--- src/rtl/memaccess_ctrl_pkg.sv ---
// Shared types and constants for the memory access controller.
//   req_type_e : request kinds as they arrive on req_type
//   state_e    : controller FSM states
//   MS_*       : encodings presented on mem_state
package memaccess_ctrl_pkg;

  localparam int ADDR_W_DEF = 16;
  localparam int DATA_W_DEF = 16;

  typedef enum logic [1:0] {
    REQ_LOAD      = 2'd0,
    REQ_LOAD_IND  = 2'd1,
    REQ_STORE     = 2'd2,
    REQ_STORE_IND = 2'd3
  } req_type_e;

  typedef enum logic [2:0] {
    S_IDLE,
    S_IND,
    S_IND_WAIT,
    S_RD,
    S_RD_WAIT,
    S_WR,
    S_DONE
  } state_e;

  localparam logic [1:0] MS_READ  = 2'd0;
  localparam logic [1:0] MS_WRITE = 2'd1;
  localparam logic [1:0] MS_IND   = 2'd2;
  localparam logic [1:0] MS_IDLE  = 2'd3;

  function automatic logic is_indirect(req_type_e t);
    return (t == REQ_LOAD_IND) || (t == REQ_STORE_IND);
  endfunction

  function automatic logic is_store(req_type_e t);
    return (t == REQ_STORE) || (t == REQ_STORE_IND);
  endfunction

endpackage

--- src/rtl/memaccess_ctrl.sv ---
// Memory access controller: accepts one LOAD / LOAD_IND / STORE / STORE_IND
// request at a time and sequences the data-memory strobes for it. Indirect
// requests first read a pointer from the captured address and then use the
// returned word as the effective address.
//
// Ports
//   clock, reset          : rising-edge clock, synchronous active-high reset
//   req_valid, req_ready  : request handshake (ready only while idle)
//   req_type              : 0=LOAD 1=LOAD_IND 2=STORE 3=STORE_IND
//   M_Addr, M_Data        : effective/pointer address and store data
//   DMem_addr/din/rd/wr   : memory request; DMem_dout returns one cycle after rd
//   mem_state             : 0=read 1=write 2=indirect read 3=idle
//   load_data             : last loaded word, held until the next load completes
//   done                  : one-cycle completion pulse
//   txn_count             : completed transactions, wraps at 16 bits
//
// State table
//   state      | meaning
//   S_IDLE     | waiting for a request, req_ready high
//   S_IND      | pointer read issued at captured address
//   S_IND_WAIT | pointer returns, becomes the effective address
//   S_RD       | data read issued at effective address
//   S_RD_WAIT  | read data returns into load_data
//   S_WR       | data write issued at effective address
//   S_DONE     | completion pulse, count update
module memaccess_ctrl
  import memaccess_ctrl_pkg::*;
#(
  parameter int ADDR_W = ADDR_W_DEF,
  parameter int DATA_W = DATA_W_DEF
) (
  input  logic              clock,
  input  logic              reset,
  input  logic              req_valid,
  input  logic [1:0]        req_type,
  input  logic [ADDR_W-1:0] M_Addr,
  input  logic [DATA_W-1:0] M_Data,
  input  logic [DATA_W-1:0] DMem_dout,
  output logic              req_ready,
  output logic [1:0]        mem_state,
  output logic [ADDR_W-1:0] DMem_addr,
  output logic [DATA_W-1:0] DMem_din,
  output logic              DMem_rd,
  output logic              DMem_wr,
  output logic [DATA_W-1:0] load_data,
  output logic              done,
  output logic [15:0]       txn_count
);

  state_e            state_q, state_d;
  req_type_e         type_q;
  req_type_e         type_in;
  logic [ADDR_W-1:0] addr_q;
  logic [DATA_W-1:0] data_q;

  assign type_in = req_type_e'(req_type);

  always_ff @(posedge clock) begin
    if (reset) begin
      state_q   <= S_IDLE;
      type_q    <= REQ_LOAD;
      addr_q    <= '0;
      data_q    <= '0;
      load_data <= '0;
      txn_count <= '0;
    end else begin
      state_q <= state_d;
      case (state_q)
        S_IDLE: begin
          if (req_valid) begin
            type_q <= type_in;
            addr_q <= M_Addr;
            data_q <= M_Data;
          end
        end
        // The pointer word replaces the captured address; the remainder of
        // the operation is then identical to a direct access.
        S_IND_WAIT: addr_q    <= ADDR_W'(DMem_dout);
        S_RD_WAIT:  load_data <= DMem_dout;
        S_DONE:     txn_count <= txn_count + 16'd1;
        default: ;
      endcase
    end
  end

  always_comb begin
    state_d   = state_q;
    req_ready = 1'b0;
    mem_state = MS_IDLE;
    DMem_addr = '0;
    DMem_din  = '0;
    DMem_rd   = 1'b0;
    DMem_wr   = 1'b0;
    done      = 1'b0;
    case (state_q)
      S_IDLE: begin
        req_ready = 1'b1;
        if (req_valid) begin
          if (is_indirect(type_in))   state_d = S_IND;
          else if (is_store(type_in)) state_d = S_WR;
          else                        state_d = S_RD;
        end
      end
      S_IND: begin
        mem_state = MS_IND;
        DMem_addr = addr_q;
        DMem_rd   = 1'b1;
        state_d   = S_IND_WAIT;
      end
      S_IND_WAIT: begin
        mem_state = MS_IND;
        state_d   = is_store(type_q) ? S_WR : S_RD;
      end
      S_RD: begin
        mem_state = MS_READ;
        DMem_addr = addr_q;
        DMem_rd   = 1'b1;
        state_d   = S_RD_WAIT;
      end
      S_RD_WAIT: begin
        mem_state = MS_READ;
        state_d   = S_DONE;
      end
      S_WR: begin
        mem_state = MS_WRITE;
        DMem_addr = addr_q;
        DMem_din  = data_q;
        DMem_wr   = 1'b1;
        state_d   = S_DONE;
      end
      S_DONE: begin
        done    = 1'b1;
        state_d = S_IDLE;
      end
      default: state_d = S_IDLE;
    endcase
  end

endmodule
--- config.mk ---
export PLATFORM = sky130hd
export DESIGN_NAME = memaccess_ctrl
export DESIGN_NICKNAME = d
export VERILOG_FILES = /design/src/rtl/memaccess_ctrl_pkg.sv /design/src/rtl/memaccess_ctrl.sv
export SDC_FILE = /design/constraint.sdc
export NUM_CORES = 1
export LEC_CHECK = 0
export CORE_ASPECT_RATIO = 1.2
export CORE_MARGIN = 5
export CORE_UTILIZATION = 40
export DETAILED_ROUTE_END_ITERATION = 8
export PLACE_DENSITY = 0.86
export SLEW_MARGIN = 10
export SYNTH_ARGS = -nofsm -noshare
export SYNTH_HDL_FRONTEND = slang
export SYNTH_SLANG_ARGS = --single-unit
--- constraint.sdc ---
create_clock -name clock -period 2.36 [get_ports clock]
set_input_delay 0.472 -clock clock [delete_from_list [all_inputs] [get_ports clock]]
set_output_delay 0.472 -clock clock [all_outputs]
set_load 0.005 [all_outputs]
==> impl_metrics.yaml <==
status:
  outcome: "finished clean"
clocking:
  cts-root-buf: "clkbuf_8"
  clock_sinks: 68
  cts_max_level: 3
  hold_buffers: 0
  cts_tree: "yes"
  clock_path_buffers: 2
  clk_latency_ns: 0.34
  path_clk_slew_ns: 0.07
  numCtsBuffers: 9
floorplan:
  rows: 34
  die_x_um: 88.6
  initial_core_util: 0.410
  pin_count: 123
  die_y_um: 104
  core_mm2: 0.00723
  die-area_mm2: 0.00924
pwr:
  p_clk_frac: 0.304
  netSwitchingPower_w: 0.00104
  p_int_w: 0.00238
  sw_frac_of_total: 0.305
  p_per_area_mw_per_mm2: 762
  seqPwrFrac: 0.409
  p_leak_nw: 1.66
  vdd_drop_max_mv: 0.363
  p_comb_frac: 0.287
  report.power.total_w: 0.00342
worst_setup_path:
  crit_required_ns: 1.89
  worst_setup_path_end_kind: "output port"
  critPathSlowestCell: "clkdlybuf4s50_1"
  crit_chain: "a21boi_1 > buf_6 > and2_1 > clkdlybuf4s50_1"
  slowest_delay_ns: 0.53
  cp.arrival_ns: 1.81
  crit_buf_inv: 2
  cp_top_family: "buffers and inverters"
  worstSetupStartpointType: "flop"
  path_class: "reg2out"
  crit_path_max_fanout: 16
sta:
  relSlewSlack: 0.560
  finClkSkew_ns: 0.00827
  finalCritPeriodShare: 0.967
  fmaxAchievable_mhz: 438
  setup_viol: 0
  tightest_slew_ns: 0.659
  setup_ws_ns: 0.0778
  final-hold-violation-count: 0
  drv_slew: 0
  min_period_ns: 2.28
routing:
  drt-total-wl_um: 8470
  num_vias: 2881
  ant_nets: 0
  drcViolationCount: 0
  first_pass_iters: 4
  viasPerCell: 4.99
  wire_per_inst_um: 14.7
  initialDrtViolationCount: 145
job:
  cap_violations: 0
global_routing:
  grt_pass1_vias: 2920
  antenna_found_initial: 0
  gr-total-overflow: 0
  grt_max_degree: 39
  grt_pass1_wl_um: 13800
  track_usage: 0.191
placed_design:
  port_buffers: 122
  place_congestion: 0.802
  pre_cts_ws_ns: 0.217
  placed_cells: 561
  place_hpwl_um: 6360
finish:
  area_delta_synth_final_pct: 51.6
  layoutNonFillerInstCount: 577
  multiInputGateArea_mm2: 0.00148
  nNetsFinal: 536
  final_common_cell: "clkdlybuf4s50_1"
  layout-drive-gt1-share: 0.0780
  seq_area_mm2: 0.00137
  antenna_cells: 0
  nFillCells: 651
  layout_common_cells: "clkdlybuf4s50_1, nand2_1, dfxtp_1"
synth:
  ys_seq_area_frac: 0.459
  yosys_warnings: 0
  ys_seq_elements: 68
  synth_top_area_frac: 0.459
  synth_area_leaders: "dfxtp_1, nand2_1, a21oi_1, and2_1, a22oi_1"
  yosys.area.top_type: "dfxtp_1"
  netlist_instances: 365
  netlist_area_mm2: 0.00296
  synth.net_count: 419
  avgSynthCellArea_um2: 8.12
  synth.distinct_cells: 37
hold_path:
  hp-class: "reg2reg"
==> routing by layer <==
| metal | wire length (µm) | global-route usage | vias to the layer above |
|---|---|---|---|
| li1 | - | - | 1444 |
| met1 | 3180 | 0.208 | 1311 |
| met2 | 4480 | 0.334 | 100 |
| met3 | 525 | 0.0428 | 26 |
| met4 | 289 | 0.0994 | 0 |
| met5 | 0 | 0 | - |
==> metrics by stage <==
stage                     hold WS [ns]  instance area, µm²   util  setup TNS [ns]
after detailed placement         0.444                4260  0.589               0
after CTS                        0.453                4480  0.620               0
after global routing             0.469                4490  0.621         -0.0173
after floorplan                  0.432                2960      -               0
after global placement           0.438                4260  0.589               0
final                            0.450                4490  0.621               0
==> synth_stat cells (all sizes together) <==
| cell | count |
|---|---|
| a211oi | 2 |
| a21boi | 1 |
| a21oi | 51 |
| a22oi | 16 |
| a31o | 1 |
| and2 | 34 |
| and3 | 2 |
| and3b | 2 |
| and4b | 1 |
| buf | 10 |
| clkbuf | 15 |
| dfxtp | 68 |
| ha | 1 |
| inv | 3 |
| mux2 | 3 |
| mux2i | 2 |
| nand2 | 89 |
| nand3 | 5 |
| nand4 | 4 |
| nand4b | 1 |
| nor2 | 24 |
| nor2b | 5 |
| nor3 | 3 |
| nor3b | 1 |
| nor4 | 3 |
| nor4b | 1 |
| o21ai | 3 |
| o21bai | 1 |
| o31ai | 1 |
| or3 | 1 |
| xnor2 | 7 |
| xor2 | 4 |
==> power by group through the flow <==
stage | combinational (W) | sequential (W) | clock, W
after floorplan | 0.000552 | 0.00139 | 0
after global placement | 0.000946 | 0.00141 | 0
after detailed placement | 0.000978 | 0.00142 | 0
after CTS | 0.000990 | 0.00140 | 0.00107
after global routing | 0.00109 | 0.00142 | 0.00112
final | 0.000981 | 0.00140 | 0.00104
==> logic make-up after synthesis <==
| family | share of synthesized area |
|---|---|
| compound gates | 0.147 |
| xor+xnor | 0.0325 |
| fa+ha+maj | 0.00422 |
| buf+inv | 0.0427 |
| flops | 0.459 |
| mux | 0.0182 |
| simple gates | 0.296 |
==> worst reg2reg max path, cell delays in order (launching register included) <==
cell	delay, ns
dfxtp_1	0.35
buf_6	0.17
or3_4	0.36
inv_2	0.07
nand2_1	0.35
nand2_1	0.18
a21oi_1	0.07
==> sequential cells by signal, summed over array words and instances (netlist names) <==
name and count:
state_q 3, type_q 1, data_q 16, load_data 16, addr_q 16, txn_count 16
==> repair_timing <==
action | 4_1_cts | 5_1_grt
resized for setup | 4 | 3
cloned | 0 | 0
endpoints found under the setup margin | 35 | 9
setup buffers | 0 | 0
==> worst paths after layout <==
check,to,slack [ns],cells past startpoint,from
max,DMem_addr[12],0.08,4,state_q[0]$_SDFFE_PP0P_
max reg2reg,type_q[1]$_SDFFE_PP0P_,0.68,6,state_q[2]$_SDFFE_PP0P_
min,addr_q[2]$_SDFFE_PP0P_,0.45,2,addr_q[2]$_SDFFE_PP0P_
min reg2reg,addr_q[2]$_SDFFE_PP0P_,0.45,2,addr_q[2]$_SDFFE_PP0P_
==> layout make-up <==
class / count / share of cell area
multi-input cells: 269 / 0.330
clock inverters: 7 / 0.0203
inverters: 3 / 0.00251
repair buffers: 131 / 0.290
well taps: 90 / 0.0251
clock buffers: 9 / 0.0276
flip-flops and latches: 68 / 0.304
(Power assumes the default switching activity.)
